### src/rtl/dac_output_parallel.sv
// Parallel DAC output stage: buffers AXI-Stream samples in a small FIFO and
// presents them on a divided DAC latch clock, tracking I/Q order for dual DACs.
module dac_output_parallel #(
    parameter int    DW_DAC     = 10,
    parameter int    DW_BUS     = 16,
    parameter string FILL       = "MSB",
    parameter int    DAC_IQ     = 1,
    parameter int    CLK_DIV    = 4,
    parameter int    FIFO_DEPTH = 8
) (
    input  logic              aclk,
    input  logic              aresetn,
    input  logic              ce,
    input  logic [DW_BUS-1:0] tdata_s_in,
    input  logic              tid_s_in,
    input  logic              tvalid_s_in,
    output logic              tready_s_out,
    output logic              dac_clk,
    output logic              dac_channel_sel,
    output logic [DW_DAC-1:0] dac_data,
    output logic              underflow_out,
    output logic              sync_err_out
);

    localparam int PW = (FIFO_DEPTH > 1) ? $clog2(FIFO_DEPTH) : 1;
    localparam int OW = PW + 1;
    localparam int CW = (CLK_DIV > 1) ? $clog2(CLK_DIV) : 1;
    localparam logic [CW-1:0] PH_LAST  = CW'(CLK_DIV - 1);
    localparam logic [CW-1:0] PH_HIGH  = CW'(CLK_DIV / 2);
    localparam logic [OW-1:0] OCC_FULL = OW'(FIFO_DEPTH);

    logic [CW-1:0]     phase_q, phase_d;
    logic              dac_clk_q, dac_clk_d;
    logic [PW-1:0]     wr_ptr_q, wr_ptr_d;
    logic [PW-1:0]     rd_ptr_q, rd_ptr_d;
    logic [OW-1:0]     count_q, count_d;
    logic [DW_DAC-1:0] data_q, data_d;
    logic              sel_q, sel_d;
    logic              exp_q, exp_d;
    logic              underflow_q, underflow_d;
    logic              sync_err_q, sync_err_d;
    logic [DW_DAC:0]   mem_q [FIFO_DEPTH];

    logic [DW_DAC-1:0] sample_in;
    logic [DW_DAC:0]   head_w;
    logic [DW_DAC-1:0] head_sample;
    logic              head_tid;
    logic              head_match;
    logic              wrap;
    logic              push;
    logic              pop;
    logic              fifo_empty;
    logic              unused_tdata;

    generate
        if (FILL == "LSB") begin : g_fill_lsb
            assign sample_in = tdata_s_in[DW_DAC-1:0];
        end else begin : g_fill_msb
            assign sample_in = tdata_s_in[DW_BUS-1 -: DW_DAC];
        end
    endgenerate

    assign unused_tdata = ^tdata_s_in;

    // Valid/ready: a beat moves on any rising aclk edge where tvalid_s_in and
    // tready_s_out are both high; ready depends only on ce and registered
    // occupancy, never on tvalid, and is held low while reset is asserted.
    assign tready_s_out = aresetn & ce & (count_q < OCC_FULL);
    assign push         = tvalid_s_in & tready_s_out;

    // The update edge is the counter wrap, which is also the dac_clk fall.
    assign wrap       = ce & (phase_q == PH_LAST);
    assign fifo_empty = (count_q == '0);
    assign pop        = wrap & ~fifo_empty;

    assign head_w      = mem_q[rd_ptr_q];
    assign head_sample = head_w[DW_DAC-1:0];
    assign head_tid    = head_w[DW_DAC];
    assign head_match  = (DAC_IQ == 0) || (head_tid == exp_q);

    always_comb begin
        phase_d     = '0;
        wr_ptr_d    = wr_ptr_q;
        rd_ptr_d    = rd_ptr_q;
        count_d     = count_q;
        data_d      = data_q;
        sel_d       = sel_q;
        exp_d       = exp_q;
        underflow_d = 1'b0;
        sync_err_d  = 1'b0;

        if (ce && !wrap) begin
            phase_d = phase_q + 1'b1;
        end
        dac_clk_d = (phase_d >= PH_HIGH);

        if (push) begin
            wr_ptr_d = wr_ptr_q + 1'b1;
        end
        if (pop) begin
            rd_ptr_d = rd_ptr_q + 1'b1;
        end

        case ({push, pop})
            2'b10:   count_d = count_q + 1'b1;
            2'b01:   count_d = count_q - 1'b1;
            default: count_d = count_q;
        endcase

        // A mismatched head is still consumed so the stream can realign.
        if (wrap) begin
            if (fifo_empty) begin
                underflow_d = 1'b1;
            end else if (!head_match) begin
                sync_err_d = 1'b1;
            end else begin
                data_d = head_sample;
                sel_d  = head_tid;
                if (DAC_IQ != 0) begin
                    exp_d = ~exp_q;
                end
            end
        end
    end

    always_ff @(posedge aclk or negedge aresetn) begin
        if (!aresetn) begin
            phase_q     <= '0;
            dac_clk_q   <= 1'b0;
            wr_ptr_q    <= '0;
            rd_ptr_q    <= '0;
            count_q     <= '0;
            data_q      <= '0;
            sel_q       <= 1'b0;
            exp_q       <= 1'b0;
            underflow_q <= 1'b0;
            sync_err_q  <= 1'b0;
        end else begin
            phase_q     <= phase_d;
            dac_clk_q   <= dac_clk_d;
            wr_ptr_q    <= wr_ptr_d;
            rd_ptr_q    <= rd_ptr_d;
            count_q     <= count_d;
            data_q      <= data_d;
            sel_q       <= sel_d;
            exp_q       <= exp_d;
            underflow_q <= underflow_d;
            sync_err_q  <= sync_err_d;
        end
    end

    // Storage needs no reset: the occupancy count alone defines valid entries.
    always_ff @(posedge aclk) begin
        if (push) begin
            mem_q[wr_ptr_q] <= {tid_s_in, sample_in};
        end
    end

    assign dac_clk         = dac_clk_q;
    assign dac_data        = data_q;
    assign dac_channel_sel = (DAC_IQ != 0) ? sel_q : aresetn;
    assign underflow_out   = underflow_q;
    assign sync_err_out    = sync_err_q;

endmodule

### config.mk
export PLATFORM = sky130hd
export DESIGN_NAME = dac_output_parallel
export DESIGN_NICKNAME = d
export VERILOG_FILES = /design/src/rtl/dac_output_parallel.sv
export SDC_FILE = /design/constraint.sdc
export NUM_CORES = 1
export LEC_CHECK = 0
export BUFFER_PORTS_ARGS = -buffer_cell sky130_fd_sc_hd__buf_4
export CORE_MARGIN = 2
export CORE_UTILIZATION = 53
export DETAILED_ROUTE_END_ITERATION = 6
export GPL_TIMING_DRIVEN = 0
export PLACE_DENSITY = 0.75
export SLEW_MARGIN = 0
export SYNTH_ARGS = -nofsm -noshare
export SYNTH_HDL_FRONTEND = slang
export SYNTH_SLANG_ARGS = --single-unit
### constraint.sdc
create_clock -name aclk -period 2.25 [get_ports aclk]
set_input_delay 0.45 -clock aclk [delete_from_list [all_inputs] [get_ports aclk]]
set_output_delay 0.45 -clock aclk [all_outputs]
set_load 0.05 [all_outputs]
Word-level counts from Yosys, hierarchy flattened --
Memories as Yosys holds them, arrays and structs flattened. Cells that the tools add are included.
Operators by class: bitwise logic cells 7, shifts and indexed selects 0, $mul 0, $add $sub $neg 5, divide/modulo/power cells 0, order comparisons 2, reduce and logical (&&, ||, !) cells 5, eq/ne operators 4, mux-type cells 9
Operators with widths (count):
- $pmux W4 S2 | 1
- $mux W1 | 7
- $add A3 B1 Y3 const B | 2
- $and A1 B1 Y1 | 5
- $add A4 B1 Y4 const B | 1
- $eq A2 B2 Y1 const B | 2
- $logic_not A4 Y1 | 1
- $lt A4 B4 Y1 const B | 1
- $sub A4 B1 Y4 const B | 1
- $reduce_and A3 Y1 | 1
- $add A2 B1 Y2 const B | 1
- $eq A2 B1 Y1 const B | 1
- $ge A2 B2 Y1 const B | 1
- $mux W2 | 1
- $not A1 Y1 | 2
- $reduce_bool A2 Y1 | 1
- $eq A1 B1 Y1 | 1
- $logic_and A1 B1 Y1 | 1
- $logic_not A1 Y1 | 1
Storage, ports and cells: ROM bits 0, memory bits (writable) 88, register bits 27, latch bits 0, memories kept 1, output and inout bits 15
Memory list:
- mem_q | words 8, bits a word 11, read ports 1, clocked after Yosys merged registers in 0, write ports 1, RTL line 42 | logic [DW_DAC:0] mem_q [FIFO_DEPTH];

Depth between registers and ports, before layout --
Gate-level depths: netlist of the first run.
depth after elaboration 6, depth in mapped cells 11, mapped depth without buffers 11

Least setup slack after synthesis of the first run --
OpenSTA, ideal clock, no wires.
kind input-to-reg, from input port aresetn, to memory mem_q[0][0] (netlist bit), enable pin, setup slack -272 ps, cell stages on the path 4, data arrival time 2129 ps, required time 1857 ps, setup time 393 ps, path through and3b_1 > and2_1 > nand2b_1 > nor3_1
Between the ends: cells in the longest elaborated chain, start to end 5
Ends and longest elaborated chain:
- start, declared | RTL line 12 | input logic aresetn,
- $and A1 B1 Y1 (2 in series) | RTL line 68 | assign tready_s_out = aresetn & ce & (count_q < OCC_FULL);
- $and A1 B1 Y1 | RTL line 69 | assign push = tvalid_s_in & tready_s_out;
- $mux W1 | RTL line 154 | if (push) begin
- $mux W1 (not written as such) | RTL line 155 | mem_q[wr_ptr_q] <= {tid_s_in, sample_in};
- end, declared | RTL line 42
Every way passes these cells.

Worst setup path in the final report of the first run --
from register count_q[1], to register count_q[2]
Between the ends: cells in the longest elaborated chain, start to end 5, elaborated cells between the ends (all ways) 12, those cells by class add/sub (2); order compare (1); eq/ne (2); mux (1); bitwise (4); reduce/logical (2)
Ends and longest elaborated chain:
- start, declared | RTL line 36 | logic [OW-1:0] count_q, count_d;
- start signal, assigned | RTL line 143 | count_q <= count_d;
- $logic_not A4 Y1 * | RTL line 73 | assign fifo_empty = (count_q == '0);
- $not A1 Y1 (no line) *
- $and A1 B1 Y1 * | RTL line 74 | assign pop = wrap & ~fifo_empty;
- named net pop | RTL line 51 | logic pop;
- $eq A2 B1 Y1 / $eq A2 B2 Y1 (equally long branches) | RTL line 104 | case ({push, pop})
- $pmux W4 S2 / $reduce_bool A2 Y1 (equally long branches)
Mark *: on every way through the listed nets, which the timed path passes. The rest lies on a longest branch. A chain may end at the register's enable or synchronous reset.

==> summary.md, run 1 <==
| Metric | Value |
|---|---|
| Initial antenna violation count | `0` |
| First-iteration detailed-routing DRC count | `193` |
| Syn avg cell area | `19.5 um^2` |
| CTS tree | `done` |
| Largest delay share family, worst path | `simple AND/OR/NAND/NOR gates` |
| Post-synth cell types | `27` |
| CTS root buf | `clkbuf_8` |
| DRC Markers | `0` |
| FF-to-FF Start | `count_q[1]` |
| Internal power | `5.23 mW` |
| Final Hold Slack | `0.163 ns` |
| Slew margin rel. | `47.8%` |
| Reg-to-reg slack, setup | `-0.08 ns` |
| Largest net degree at the start of global routing | `28` |
| Hold worst-path end | `mem_q[4][8]` |
| CP Cell Sequence | `or4_4, nand2_4, inv_6, ha_4, xor2_2, ha_2, a21oi_2, xor2_1, nor2_1, xor2_1` |
| Outcome | `complete, but fails checks` |
| Die ar. | `0.00932 mm^2` |
| Share of layout cells above drive strength 1 | `47.6%` |
| Final wirelength | `9150 um` |
| Slowest cell on the critical path | `or4_4` |
| Max incr delay on CP | `0.57 ns` |
| Worst-Margin Slew | `0.782 ns` |
| Via count | `2376` |
| Cell row count | `33` |
| CP Class | `flip-flop to flip-flop` |
| Placeable Area | `0.00826 mm^2` |
| CP Data Required Time | `2.68 ns` |
| Fin. Hold Viols | `0` |
| TritonRoute pass-1 iters | `4` |
| Longest Clk Path Bufs | `2` |
| Total CTS buffers | `17` |
| IO buf count | `29` |
| Insertion delay to the later sink of the worst-skew pair | `0.52 ns` |
| Worst hold stages | `1` |
| Pwr/cell area | `1280 mW/mm^2` |
| Total track usage | `21.4%` |
| Fin worst setup slack | `-0.0826 ns` |
| RD Place Congestion | `0.741` |
| CP Capture Type | `flip-flop` |
| Most used cell, CP | `xor2_1` |
| CP Buf/Inv Count | `1` |
| Post-synthesis cell count | `233` |
| Final Net Count | `325` |
| Failing checks | `negative setup slack` |
| Initial Util | `55.0%` |
| Min-Delay Path Class | `input port to flip-flop` |
| Routed len/inst | `22.0 um` |
| Setup Skew | `0.0156 ns` |
| Mapped Nets | `260` |
| Dpl ws | `-0.603 ns` |
| I/O pin cnt | `36` |
| Synth Warn # | `0` |
| Clock Power Share | `36.9%` |
| CTS H-tree lvls | `4` |
| Antenna Cells | `0` |
| Post-Synthesis Cell Area | `0.00454 mm^2` |
| Seq/Total Area, Yosys | `73.1%` |
| Clk slew on worst S/H paths | `0.06 ns` |
| Post-DR vias/cell | `5.71` |
| Setup violators final | `1` |
| First-pass GRT wire length | `13300 um` |
| CP Max Fanout | `4` |
| CP startpoint kind | `flip-flop` |
| Hold_sp | `tdata_s_in[14]` |
| WP data arrival | `2.76 ns` |
| Detail Placement HPWL | `4990 um` |
| Sw Pwr | `2.17 mW` |
| Period utilization | `104%` |
| Detail Route Antenna Nets | `0` |
| Slew Limit Fails | `0` |
| Cell leakage power | `2.10 nW` |
| Worst R2R Path Depth | `10` |
| Reg-to-reg endpoint | `count_q[2]` |
| # clock sinks | `115` |
| Die Y | `96.6 um` |
| Number of global-route vias before repair | `2404` |
| Total of max-cap violations | `0` |
| Reg power frac | `36.8%` |
| RSZ-0062 raised after global routing | `true` |
| Switch share | `29.3%` |
| Gate power share | `26.3%` |
| Congestion Overflow GR | `0` |
| FF+latch count, synth | `115` |
| Fmax achieved | `429 MHz` |
| Crit path time final | `2.33 ns` |
| Maximum VDD drop | `0.000623 V` |
| Die W | `96.6 um` |
| Layout area overhead | `27.5%` |
-- synthesized netlist by cell type --
cell       instances  area, um^2
buf_2              2        10.0
nor2_1             8        30.0
or4_1              1        7.51
nand3_1            2        10.0
edfxtp_1          88        2640
nand2b_1           3        18.8
mux2_2            25         282
and3b_1            3        26.3
nor3b_1            1        7.51
nor2b_1            1        6.26
dfrtp_1           27         676
clkbuf_1           3        11.3
inv_1              3        11.3
xnor2_1            5        43.8
mux2i_4            1        22.5
buf_6              1        11.3
nor4bb_1           1        10.0
and2_1             2        12.5
nand2_1           14        52.6
nor3_1             2        10.0
nand4bb_1          1        11.3
a211oi_1           2        15.0
ha_1               6        75.1
a21oi_1            2        10.0
mux4_2            21         473
o21ai_0            4        20.0
xor2_1             4        35.0
-- how the worst max path moves through the flow --
stage / start / end / slack [ns] / cells past startpoint
floorplan: count_q[2] / count_q[2] / 0.04 / 10
global placement: aresetn / mem_q[6][2] / -0.54 / 5
detailed placement: aresetn / mem_q[7][5] / -0.60 / 5
CTS: count_q[3] / mem_q[4][3] / -0.13 / 4
global route: count_q[1] / count_q[2] / -0.13 / 10
finish: count_q[1] / count_q[2] / -0.08 / 10
-- cells in the final DEF, fill, tap and decap left out, types with 5 or more instances in the layout --
master	n
edfxtp_1	88
nand2_1	13
buf_4	43
dfrtp_1	26
clkbuf_16	16
mux4_2	21
nor2_2	6
mux2_2	21
xnor2_1	5
clkinvlp_4	7
-- worst reg2reg max path, delay by kind of cell, from the launching register on --
kind / cells / cell delay [ns]
and+or+nand+nor: 3 / 0.87
xor gates and xnor gates: 3 / 0.43
DFF: 1 / 0.40
adders and majority gates: 2 / 0.35
AOI/OAI and AO/OA: 1 / 0.13
buffers and inverters: 1 / 0.05
-- repair_timing --
action,4_1_cts,5_1_grt
pin swaps,4,10
resized for setup,8,15
endpoints found under the setup margin,89,45
hold buffers,2,0
endpoints found under the hold margin,27,0
setup buffers,5,10
-- registers in the layout (all words and copies together) (netlist names) --
name             flops
phase_q              2
wr_ptr_q             3
dac_data            10
count_q              4
underflow_out        1
exp_q                1
rd_ptr_q             3
dac_clk              1
sync_err_out         1
dac_channel_sel      1
mem_q               88
-- power groups by stage --
stage          Sequential (mW)  Clock [mW]  Combinational (mW)
3_3_place_gp              2.75           0                1.69
6_report                  2.72        2.73                1.94
5_1_grt                   2.75        2.86                2.07
2_1_floorplan             3.06           0               0.966
3_5_place_dp              2.76           0                1.74
4_1_cts                   2.71        2.76                1.83
-- layout make-up --
type	instances	area [um^2]
buffer	6	32.5
clock buffer	18	418
clock inverter	14	188
fill	508	2470
inverter	3	16.3
multi-input combinational	109	1310
sequential	115	3320
tap	105	131
timing repair buffer	46	373
-- per-layer routing --
layer	global-route usage [%]	share of wire, %	up-vias
li1	-	-	1044
met1	27.3	40	1220
met2	33.6	51	95
met3	7.21	7.6	17
met4	9.27	2.0	0
met5	0	0	-
-- cell families after synthesis --
kind of cell    count (synthesis)  synth area share [%]
flops                         115                  73.1
mux                            47                  17.1
simple gates                   39                  4.46
xor+xnor                        9                  1.74
buf+inv                         9                 0.964
compound gates                  8                 0.992
fa+ha+maj                       6                  1.65
-- metrics by stage --
step | cells | area (um^2) | util (%) | TNS (ns) | power, mW
floorplan | 233 | 4580 | - | 0 | 4.03
global placement | 367 | 4930 | 59.7 | -42.97 | 4.44
detailed placement | 367 | 4930 | 59.7 | -48.47 | 4.50
CTS | 406 | 5640 | 68.3 | -3.29 | 7.30
global route | 416 | 5790 | 70.1 | -0.280 | 7.68
finish | 416 | 5790 | 70.1 | -0.0826 | 7.40
No activity file was read; power rests on OpenSTA's default activity.
==> inputs of run 2 (changes only) <==
--- a/config.mk
+++ b/config.mk
@@ -5,12 +5,13 @@
 export SDC_FILE = /design/constraint.sdc
 export NUM_CORES = 1
 export LEC_CHECK = 0
+export ABC_AREA = 1
 export BUFFER_PORTS_ARGS = -buffer_cell sky130_fd_sc_hd__buf_4
 export CORE_MARGIN = 2
 export CORE_UTILIZATION = 53
 export DETAILED_ROUTE_END_ITERATION = 6
 export GPL_TIMING_DRIVEN = 0
-export PLACE_DENSITY = 0.75
+export PLACE_DENSITY = 0.74
 export SLEW_MARGIN = 0
 export SYNTH_ARGS = -nofsm -noshare
 export SYNTH_HDL_FRONTEND = slang
==> run 2 against run 1 <==
The run now ends clean. Power up 2.1%. Flip-flop and latch count stayed put. Clock skew down 0.0085 ns. Fmax up 5.2%. Largest cell class unchanged. Largest power group is now registers. Clock power shrank 19%.
==> summary.md, run 2 <==
| Metric | Value |
|---|---|
| Outcome | `finished, final reports clean` |
| Reg-to-reg slack, setup | `0.03 ns (+0.12 ns)` |
| Post-DR vias/cell | `5.63 (-1.3%)` |
| Fin. Hold Viols | `0 (unchanged)` |
| Slew Limit Fails | `0 (unchanged)` |
| Longest Clk Path Bufs | `2 (unchanged)` |
| Total CTS buffers | `17 (unchanged)` |
| IO buf count | `29 (unchanged)` |
| I/O pin cnt | `36 (unchanged)` |
| CTS H-tree lvls | `4 (unchanged)` |
| CP Class | `flip-flop to flip-flop` |
| Dpl ws | `-0.670 ns (-0.0671 ns)` |
| Top-count cell post-synth | `edfxtp_1` |
| # clock sinks | `115 (unchanged)` |
| DRC Markers | `0 (unchanged)` |
| Initial Util | `54.4% (-0.56 points)` |
| First-pass GRT wire length | `16600 um (+25%)` |
| CP Data Required Time | `2.65 ns (-0.03 ns)` |
| Syn avg cell area | `11.9 um^2 (-39%)` |
| Setup violators final | `0 (-1)` |
| Fill count | `624 (+23%)` |
| Max reg flops | `88 (unchanged)` |
| Die Y | `98.4 um (+1.9%)` |
| Pwr/cell area | `1310 mW/mm^2 (+2.4%)` |
| WP data arrival | `2.61 ns (-0.15 ns)` |
| Ys async rst share | `23.5% (unchanged)` |
| Detail Placement HPWL | `6320 um (+27%)` |
| Power, Total | `7.56 mW (+2.1%)` |
| Final Net Count | `481 (+48%)` |
| Largest net degree at the start of global routing | `28 (unchanged)` |
| Final non-filler cell total | `575 (+38%)` |
| Total track usage | `23.0% (+1.6 points)` |
| Post-Synthesis Cell Area | `0.00472 mm^2 (+4.0%)` |
| Total of max-cap violations | `0 (unchanged)` |
| RD Place Congestion | `0.809 (+9.2%)` |
| Post-synth cell types | `29 (+7.4%)` |
| Final wirelength | `10300 um (+12%)` |
| CTS root buf | `clkbuf_8` |
| Placed Cells incl. Taps | `533 (+45%)` |
| CP startpoint kind | `flip-flop` |
| Placeable Area | `0.00868 mm^2 (+5.1%)` |
| DP Area | `0.00514 mm^2 (+4.2%)` |
| Leading cell type in the layout, fill and taps excluded | `edfxtp_1` |
| CTS tree | `done` |
| Fmax achieved | `451 MHz (+5.2%)` |
| Layout area overhead | `22.2%` |
| Die ar. | `0.00968 mm^2 (+3.8%)` |
| Routed len/inst | `17.9 um (-19%)` |
| Synth top area cells | `edfxtp_1, dfrtp_1, nand2_1, o21ai_0, nor2_1` |
| Post-synthesis cell count | `396 (+70%)` |
| Seq/Total Area, Yosys | `70.3% (-2.8 points)` |
| Post-synth top area cell | `edfxtp_1` |
| Die W | `98.4 um (+1.9%)` |
| CP Max Fanout | `7 (+3)` |
| Number of global-route vias before repair | `3345 (+39%)` |
| Setup Skew | `0.00711 ns (-0.00851 ns)` |
| Min-Delay Path Class | `input port to flip-flop` |
| Share of layout cells above drive strength 1 | `24.8% (-23 points)` |
| Mapped Nets | `423 (+63%)` |
| Number of synthesized flops with an enable pin | `88 (unchanged)` |
| Antenna Cells | `0 (unchanged)` |
| Clk slew on worst S/H paths | `0.05 ns (about the same)` |
| Detail Route Antenna Nets | `0 (unchanged)` |
| Most frequent cells in the layout | `edfxtp_1, nand2_1, nor2_1` |
| Period utilization | `98.5% (-5.1 points)` |
| Maximum VDD drop | `0.000670 V (+7.6%)` |
| Worst-Margin Slew | `0.723 ns (-0.0592 ns)` |
| Cell row count | `34 (+3.0%)` |
| Fin worst setup slack | `0.0330 ns (+0.116 ns)` |
| Cell leakage power | `2.29 nW (+8.9%)` |
| FF+latch count, synth | `115 (unchanged)` |
| Insertion delay to the later sink of the worst-skew pair | `0.51 ns (about the same)` |
| Initial antenna violation count | `0 (unchanged)` |
| Final Instance Area | `0.00577 mm^2 (-0.28%)` |
| Primary FF master, synth | `edfxtp_1` |
| First-iteration detailed-routing DRC count | `299 (+55%)` |
| Congestion Overflow GR | `0 (unchanged)` |
| TritonRoute pass-1 iters | `6 (+2)` |
| Most flops, register | `mem_q` |
| Slew margin rel. | `51.7% (+4.0 points)` |
| Synth top cells by count | `edfxtp_1, nand2_1, nor2_1, o21ai_0, dfrtp_1` |
| Top cell type's share of synthesized area | `55.9% (-2.3 points)` |
| CP Capture Type | `flip-flop` |
| Synth Warn # | `0 (unchanged)` |
| Crit path time final | `2.22 ns (-0.116 ns)` |
| Via count | `3240 (+36%)` |
[run 2: final timing paths]
kind                                 from  cells after the start          end
hold / removal             tdata_s_in[14]                      1  mem_q[0][8]
max in group asynchronous         aresetn                      3   count_q[0]
min in group asynchronous         aresetn                      3  dac_data[1]
setup reg to reg               count_q[0]                     10   count_q[2]
hold reg to reg                phase_q[0]                      1   phase_q[0]
setup / recovery               count_q[0]                     10   count_q[2]
[run 2: where the power goes]
group	internal (mW)	total [mW]	switching, mW	leakage (nW)
combinational	0.829	2.56	1.73	0.917
clock	1.31	2.21	0.894	0.240
sequential	2.55	2.79	0.243	1.13
total	4.69	7.56	2.87	2.29
[run 2: layer usage]
layer,track usage [%],routed length [um],share of wire (%)
met5,0,0,0
met4,7.59,154,1.5
met3,6.87,584,5.7
met2,38.9,5450,53
met1,28.5,4090,40
[run 2: layout make-up]
class	count	area [um^2]	share of cell area, %
buffer	18	106	1.84
clock buffer	18	418	7.24
clock inverter	14	72.6	1.26
inverter	20	80.1	1.39
multi-input combinational	243	1330	23.0
sequential	115	3320	57.6
tap	108	135	2.34
timing repair buffer	39	308	5.33
[run 2: cell families after synthesis]
logic type	after synthesis	share of synthesized area, %
flip-flops	115	70.3
buffers and inverters	38	3.74
AO/OA/AOI/OAI	67	7.63
AND/OR/NAND/NOR	164	15.7
XOR/XNOR	6	1.11
adder cells (fa/ha/maj)	6	1.59
[run 2: what timing repair did]
item / CTS / global route
resized for setup: 7 / 10
pin swaps: 2 / 3
hold endpoints to repair: 27 / 0
hold buffers: 2 / 0
setup buffers: 2 / 6
endpoints found under the setup margin: 41 / 2
[run 2: worst max-delay path, stage by stage, from the launching register on]
cell     delay [ns]
dfrtp_2        0.44
nor4_4         0.40
nor2_4         0.08
buf_8          0.15
ha_2           0.19
nor2_1         0.24
nor2_4         0.07
ha_2           0.17
a21oi_1        0.16
or2_4          0.15
a21oi_2        0.04
[run 2: per-stage QoR]
stage               util (%)  TNS, ns  hold WS (ns)
floorplan                  -        0         0.154
global placement        59.2   -34.10         0.385
detailed placement      59.2   -36.60         0.392
CTS                     65.7  -0.0571         0.161
global route            66.5  -0.0149         0.152
finish                  66.5        0         0.175
